$ cat src/rtl/data_bus_arbiter.sv
// Round-robin arbiter sharing one data-memory bus between NUM_MASTERS load/store units.
// Latency: request in IDLE at t, slave strobes and zero-wait completion at t+1; at most one transaction per 2 cycles.
// Backpressure: masters hold their request until m_ready; the slave stalls via s_ready, bounded by a watchdog.
module data_bus_arbiter #(
    parameter int NUM_MASTERS    = 2,
    parameter int TIMEOUT_CYCLES = 255
) (
    input  logic                      clk,
    input  logic                      rst,
    input  logic [32*NUM_MASTERS-1:0] m_address,
    input  logic [32*NUM_MASTERS-1:0] m_write_data,
    input  logic [4*NUM_MASTERS-1:0]  m_byte_enable,
    input  logic [NUM_MASTERS-1:0]    m_write_enable,
    input  logic [NUM_MASTERS-1:0]    m_read_enable,
    output logic [31:0]               m_read_data,
    output logic [NUM_MASTERS-1:0]    m_ready,
    output logic [NUM_MASTERS-1:0]    m_error,
    output logic [31:0]               s_address,
    output logic [31:0]               s_write_data,
    output logic [3:0]                s_byte_enable,
    output logic                      s_write_enable,
    output logic                      s_read_enable,
    input  logic [31:0]               s_read_data,
    input  logic                      s_ready,
    output logic                      busy,
    output logic [2:0]                grant_id
);

    localparam int GW = (NUM_MASTERS > 1) ? $clog2(NUM_MASTERS) : 1;

    typedef enum logic {
        IDLE = 1'b0,
        BUSY = 1'b1
    } state_t;

    state_t                 state;
    logic [GW-1:0]          grant_q;
    logic [GW-1:0]          rr_ptr;
    logic [GW-1:0]          winner;
    logic [GW-1:0]          grant_next;
    logic [15:0]            wd_cnt;
    logic [NUM_MASTERS-1:0] req;
    logic                   any_req;
    logic                   timeout;
    logic                   done;

    logic [31:0] addr_a [NUM_MASTERS];
    logic [31:0] wdat_a [NUM_MASTERS];
    logic [3:0]  be_a   [NUM_MASTERS];

    for (genvar i = 0; i < NUM_MASTERS; i++) begin : g_unpack
        assign addr_a[i] = m_address[32*i +: 32];
        assign wdat_a[i] = m_write_data[32*i +: 32];
        assign be_a[i]   = m_byte_enable[4*i +: 4];
    end

    assign req     = m_read_enable | m_write_enable;
    assign any_req = |req;

    // Scan from the highest offset down so the requester closest to rr_ptr wins.
    always_comb begin
        logic [GW-1:0] idx;
        winner = rr_ptr;
        idx    = rr_ptr;
        for (int k = NUM_MASTERS - 1; k >= 0; k--) begin
            idx = GW'((int'(rr_ptr) + k) % NUM_MASTERS);
            if (req[idx]) begin
                winner = idx;
            end
        end
    end

    assign grant_next = (grant_q == GW'(NUM_MASTERS - 1)) ? '0 : grant_q + 1'b1;
    assign timeout    = (TIMEOUT_CYCLES != 0) && (state == BUSY) && !s_ready &&
                        (wd_cnt == 16'(TIMEOUT_CYCLES - 1));
    assign done       = (state == BUSY) && (s_ready || timeout);

    always_ff @(posedge clk or posedge rst) begin
        if (rst) begin
            state   <= IDLE;
            rr_ptr  <= '0;
            grant_q <= '0;
            wd_cnt  <= '0;
            busy    <= 1'b0;
        end else begin
            case (state)
                IDLE: begin
                    if (any_req) begin
                        grant_q <= winner;
                        wd_cnt  <= '0;
                        state   <= BUSY;
                        busy    <= 1'b1;
                    end
                end
                BUSY: begin
                    if (done) begin
                        rr_ptr <= grant_next;
                        state  <= IDLE;
                        busy   <= 1'b0;
                    end else begin
                        wd_cnt <= wd_cnt + 16'd1;
                    end
                end
                default: begin
                    state <= IDLE;
                    busy  <= 1'b0;
                end
            endcase
        end
    end

    assign grant_id = 3'(grant_q);

    // Bus is quiet outside BUSY, so a reset in flight silences the slave port at once.
    always_comb begin
        s_address      = '0;
        s_write_data   = '0;
        s_byte_enable  = '0;
        s_write_enable = 1'b0;
        s_read_enable  = 1'b0;
        m_ready        = '0;
        m_error        = '0;
        m_read_data    = '0;
        if (state == BUSY) begin
            s_address      = addr_a[grant_q];
            s_write_data   = wdat_a[grant_q];
            s_byte_enable  = be_a[grant_q];
            s_write_enable = m_write_enable[grant_q];
            s_read_enable  = m_read_enable[grant_q];
            if (done) begin
                m_ready[grant_q] = 1'b1;
                m_error[grant_q] = timeout;
                m_read_data      = timeout ? 32'd0 : s_read_data;
            end
        end
    end

endmodule

$ cat config.mk
export PLATFORM = sky130hd
export DESIGN_NAME = data_bus_arbiter
export DESIGN_NICKNAME = d
export VERILOG_FILES = /design/src/rtl/data_bus_arbiter.sv
export SDC_FILE = /design/constraint.sdc
export NUM_CORES = 1
export LEC_CHECK = 0
export ABC_AREA = 1
export BUFFER_PORTS_ARGS = -buffer_cell sky130_fd_sc_hd__buf_4
export CORE_AREA = 5 5 108 110
export CTS_CLUSTER_DIAMETER = 60
export DETAILED_ROUTE_END_ITERATION = 6
export DIE_AREA = 0 0 113 115
export PLACE_DENSITY = 0.67
export SKIP_LAST_GASP = 1
export SLEW_MARGIN = 15
export SYNTH_ARGS = -nofsm -noshare
export SYNTH_HDL_FRONTEND = slang
export SYNTH_SLANG_ARGS = --single-unit
$ cat constraint.sdc
create_clock -name clk -period 1.9 [get_ports clk]
set_input_delay 0 -clock clk [delete_from_list [all_inputs] [get_ports clk]]
set_output_delay 0 -clock clk [all_outputs]
set_load 0.005 [all_outputs]
### Word-level counts from Yosys, hierarchy flattened

Index checks and enable logic that the tools add are counted.

| cells by class | value |
|---|---|
| magnitude comparators | 5 |
| reduce and logical (&&, ||, !) cells | 11 |
| mux-type cells | 43 |
| multipliers | 0 |
| equality and inequality tests | 4 |
| bitwise logic cells | 4 |
| add/sub/neg operators | 3 |
| shift-type cells | 0 |
| divide/modulo/power cells | 0 |

Operator list:

| kind | number |
|---|---|
| 2-to-1 mux 32 bit | 11 |
| 2-to-1 mux 16 bit | 2 |
| case mux 16 bit (2 select lines) | 1 |
| 2-to-1 mux 1 bit | 18 |
| adder 16 x 1 -> 16 bit, second input constant | 1 |
| == test 16 x 8 -> 1 bit, second input constant | 1 |
| 2-to-1 mux 4 bit | 4 |
| 2-to-1 mux 2 bit | 4 |
| AND reduction 2 bit | 4 |
| less-than comparator 1 x 2 -> 1 bit, second input constant | 3 |
| logical AND 1 bit | 4 |
| inequality test 2 bit, second input constant | 2 |
| case mux 1 bit (2 select lines) | 2 |
| adder 1 bit, second input constant | 2 |
| bitwise AND 2 bit | 1 |
| >= comparator 2 bit, second input constant | 1 |
| inequality test 2 x 1 -> 1 bit, second input constant | 1 |
| inverter 1 -> 2 bit | 1 |
| OR 2 bit | 1 |
| OR reduction 2 bit | 1 |
| demux 1 bit (select 1 bit) | 1 |
| >= comparator 1 bit, second input constant | 1 |
| logical NOT 1 bit | 1 |
| logical OR 1 bit | 1 |
| inverter 1 bit | 1 |

| word-level totals | value |
|---|---|
| ROM bits | 0 |
| flip-flop bits (word level) | 20 |
| memories kept | 0 |
| word-level logic and storage cells | 75 |
| input port bits | 175 |
| bits in latches | 0 |
| memory bits (writable) | 0 |

### Depth between registers and ports, before layout

| depth | value |
|---|---|
| depth in word-level cells | 7 |
| mapped depth | 10 |
| gate-level depth less buffers | 9 |

### Least setup slack after synthesis

OpenSTA, ideal clock, no wires.

| timing path | value |
|---|---|
| path type | flip-flop to flip-flop |
| from | register wd_cnt[0] |
| to | register wd_cnt[15] |
| data required time | 1.783 ns |
| path buffers | 1 |
| arrival time | 1.253 ns |
| setup slack | 0.530 ns |
| setup time | 0.117 ns |
| stages on the path, launching flop included | 11 |
| clock period less this slack | 1.370 ns |
| path through | dfrtp_1 -> inv_1 -> ha_1 -> nand2_1 -> nor2_2 -> nand2_2 -> nand3_4 -> nand2_4 -> buf_6 -> nand3_1 -> nand2_1 |

| on the way | value |
|---|---|
| word-level cells in the longest chain between the ends | 6 |
| elaborated cells between the ends (all ways) | 9 |
| those cells by class | 1 x add/sub; 2 x eq/ne; 2 x mux; 4 x reduce/logical |

RTL lines:

| what | RTL line | text |
|---|---|---|
| start, declared | 41 | `logic [15:0] wd_cnt;` |
| start signal, assigned | 101 | `wd_cnt <= wd_cnt + 16'd1;` |
| parallel branches: the longest is 6 deep, another holds adder 16 x 1 -> 16 bit | - |  |

Several ways; the timed one is not identified. The select of a mux whose other input is x is not followed.
A chain may end at the register's enable or synchronous reset.

### Final worst setup path

| timing path | value |
|---|---|
| from | register wd_cnt[0] |
| to | output port m_ready[1] |

| on the way | value |
|---|---|
| word-level cells in the longest chain between the ends | 6 |

RTL lines:

| what | RTL line | text |
|---|---|---|
| == test 16 x 8 -> 1 bit | 75 | `(wd_cnt == 16'(TIMEOUT_CYCLES - 1));` |
| logical AND 1 bit | 74 | `assign timeout = (TIMEOUT_CYCLES != 0) && (state == BUSY) && !s_ready &&` |
| logical OR 1 bit | 76 | `assign done = (state == BUSY) && (s_ready \|\| timeout);` |
| logical AND 1 bit | 76 |  |
| 2-to-1 mux 2 bit | 130 | `if (done) begin` |
| 2-to-1 mux 2 bit | 124 | `if (state == BUSY) begin` |
| end, declared | 16 | `output logic [NUM_MASTERS-1:0] m_ready,` |

No other way between the ends.

==> impl_metrics.yaml <==
drt:
  drt_wl_total_mm: 13.5
  postRouteAntennaNets: 0
  drcViolationCount: 0
  drt_iter0_drc: 408
  vias: 3982
  avgRoutedWirePerCell_um: 14.7
  vias_per_cell: 4.35
  first_pass_iters: 5
clocking:
  numCtsBuffers: 3
  clk_latency_ps: 260
  cts_max_path_buffers: 2
  clock_sinks: 20
  clk_pin_slew_ps: 80
  cts_tree: "yes"
  clockRootBuffer: "clkbuf_8"
  post-cts-setup-buffer-count: 0
  cts_max_level: 1
die:
  initial_core_util_pct: 24.7
  chipHeight_um: 115
  dieArea_mm2: 0.0130
  rows: 38
  die_w_um: 113
  io_pins: 285
  core_mm2: 0.0106
final_layout:
  nNetsFinal: 953
  fill_cells: 1130
  final_cell_area_mm2: 0.00488
  mostFrequentLayoutCell: "buf_4"
  syn2layout_area_growth_pct: 86.4
  drive_gt1_share_pct: 39.9
  final_cell_mix: "291 x buf_4, 218 x nor2_1, 77 x o21ai_0, 58 x nand2_1, 48 x inv_1"
  ff_latch_area_um2: 503
  postLayoutCoreUtil_pct: 46.0
  antenna_cells: 0
  multi_input_area_mm2: 0.00177
global_routing:
  grt_usage_pct: 18.7
  top_usage_layer: "met2"
  grt_pass1_wl_mm: 20.0
  antenna_found_initial: 0
  grt_start_max_net_pins: 39
  grt_pass1_vias: 3654
  grt_util_met2_pct: 31.3
  use_met3_pct: 2.68
  gr-usage-met1_pct: 26.2
  overflow: 0
timing:
  setup_viol: 0
  timing.final.crit_share_pct: 87.5
  fin_skew_ps: 3.81
  tightest_slew_ps: 799
  hold_viol: 0
  max_clock_freq_mhz: 601
  slew_viol_final: 0
  relSlewSlack_pct: 46.7
  layout_min_cycle_time_ps: 1660
  fin_tns_setup_ps: 0
  rsz0062_at_grt: "false"
place:
  place_hpwl_mm: 10.8
  place.port_buffers: 282
  placed_area_mm2: 0.00482
  routabilityCongestion: 0.869
logic_synthesis:
  synthXorXnorAreaFrac_pct: 0
  synth_compound_area_share_pct: 16.7
  syn-mean-instance-area_um2: 5.10
  ys_ff_latch: 20
  ys.warnings.count: 0
  synthMuxAreaShare_pct: 0
  ys_seq_area_share_pct: 19.1
  synth_cells: 513
  ys_types: 25
  synth_fa_ha_area_share_pct: 0.956
  yosys.area_share.simple_pct: 49.5
  synth_top_family_by_area: "simple AND/OR/NAND/NOR gates"
  syn_area_mm2: 0.00262
worst_setup_path:
  crit_type: "flip-flop to output pin"
  cp.arrival_ps: 1660
  cp-end-kind: "output pin"
  cp.required_ps: 1900
  crit_path_max_fanout: 5
  cp-start-kind: "flip-flop"
power:
  power_density_mw_per_mm2: 1010
  peakVddDrop_uv: 475
  p_leak_nw: 2.73
worst_hold_path:
  hp-class: "primary input to flip-flop"
outcome:
  outcome: "completed"
job:
  maxCapViolCount: 0
[registers in the layout (all words and copies together), names as in the netlist]
register,flops
busy,1
grant_q,1
wd_cnt,16
state,1
rr_ptr,1
[repair_timing]
item | 4_1_cts | 5_1_grt
hold buffers | 1 | 0
hold endpoints to repair | 20 | 0
resized for setup | 0 | 0
[cell usage after synthesis (all sizes together)]
cell type | n | area share, %
clkinv | 1 | 0.14
dfrtp | 20 | 19
nor2 | 221 | 32
nor3 | 2 | 0.38
nand4 | 2 | 0.48
clkbuf | 21 | 3.0
nand3 | 31 | 7.0
buf | 14 | 3.4
a21oi | 7 | 1.3
nand2 | 61 | 9.2
conb | 1 | 0.14
ha | 2 | 0.96
nand3b | 1 | 0.29
o21bai | 1 | 0.29
inv | 49 | 7.0
or2 | 1 | 0.24
o21ai | 77 | 15
o32ai | 1 | 0.33
[logic make-up (layout without fill, tap and decap cells)]
logic type      count (synthesis)  in the layout
simple gates                  319            319
compound gates                 86             86
buf+inv                        85            346
flops                          20             20
fa+ha+maj                       2              2
other cells                     1              2
[layer usage]
layer / wire length, um / vias up
li1: - / 2107
met1: 5800 / 1720
met2: 6620 / 140
met3: 848 / 15
met4: 216 / 0
met5: 0 / -
[per-stage QoR]
step	worst slack [ps]	cells	power, mW	hold WS, ps
after detailed placement	322	910	4.63	205
after global placement	366	910	4.62	200
after floorplan	530	514	2.46	-36.2
final	237	915	4.93	73.8
after CTS	195	915	4.98	66.2
after global routing	43.5	915	5.38	112
[final cells by class]
cell class | count | share of cell area, %
Clock buffer | 4 | 1.13
Inverter | 50 | 3.84
Multi-Input combinational cell | 409 | 36.2
Sequential cell | 20 | 10.3
Tap cell | 140 | 3.59
Timing Repair Buffer | 292 | 45.0
[worst max-delay path, stage by stage (launching register included)]
cell	delay, ps
dfrtp_1	420
inv_1	90
ha_1	170
nand3_1	80
nor2_1	90
nand3b_1	130
nand2_1	110
nand2_1	90
nor2_1	110
buf_4	120
[report_power, final]
part / switching, mW / internal, mW
Clock: 0.151 / 0.185
Combinational: 2.15 / 1.86
Sequential: 0.0775 / 0.500
[final timing paths]
kind                                   from          to  slack (ps)  cells after the start
max reg2reg                       wd_cnt[0]  wd_cnt[10]         300                      9
max in group asynchronous               rst       state         890                      3
min reg2reg                          rr_ptr      rr_ptr         500                      2
min                        m_read_enable[0]     grant_q          70                      4
min in group asynchronous               rst   wd_cnt[5]         470                      3
max                               wd_cnt[0]  m_ready[1]         240                      9
(Power assumes the default switching activity.)
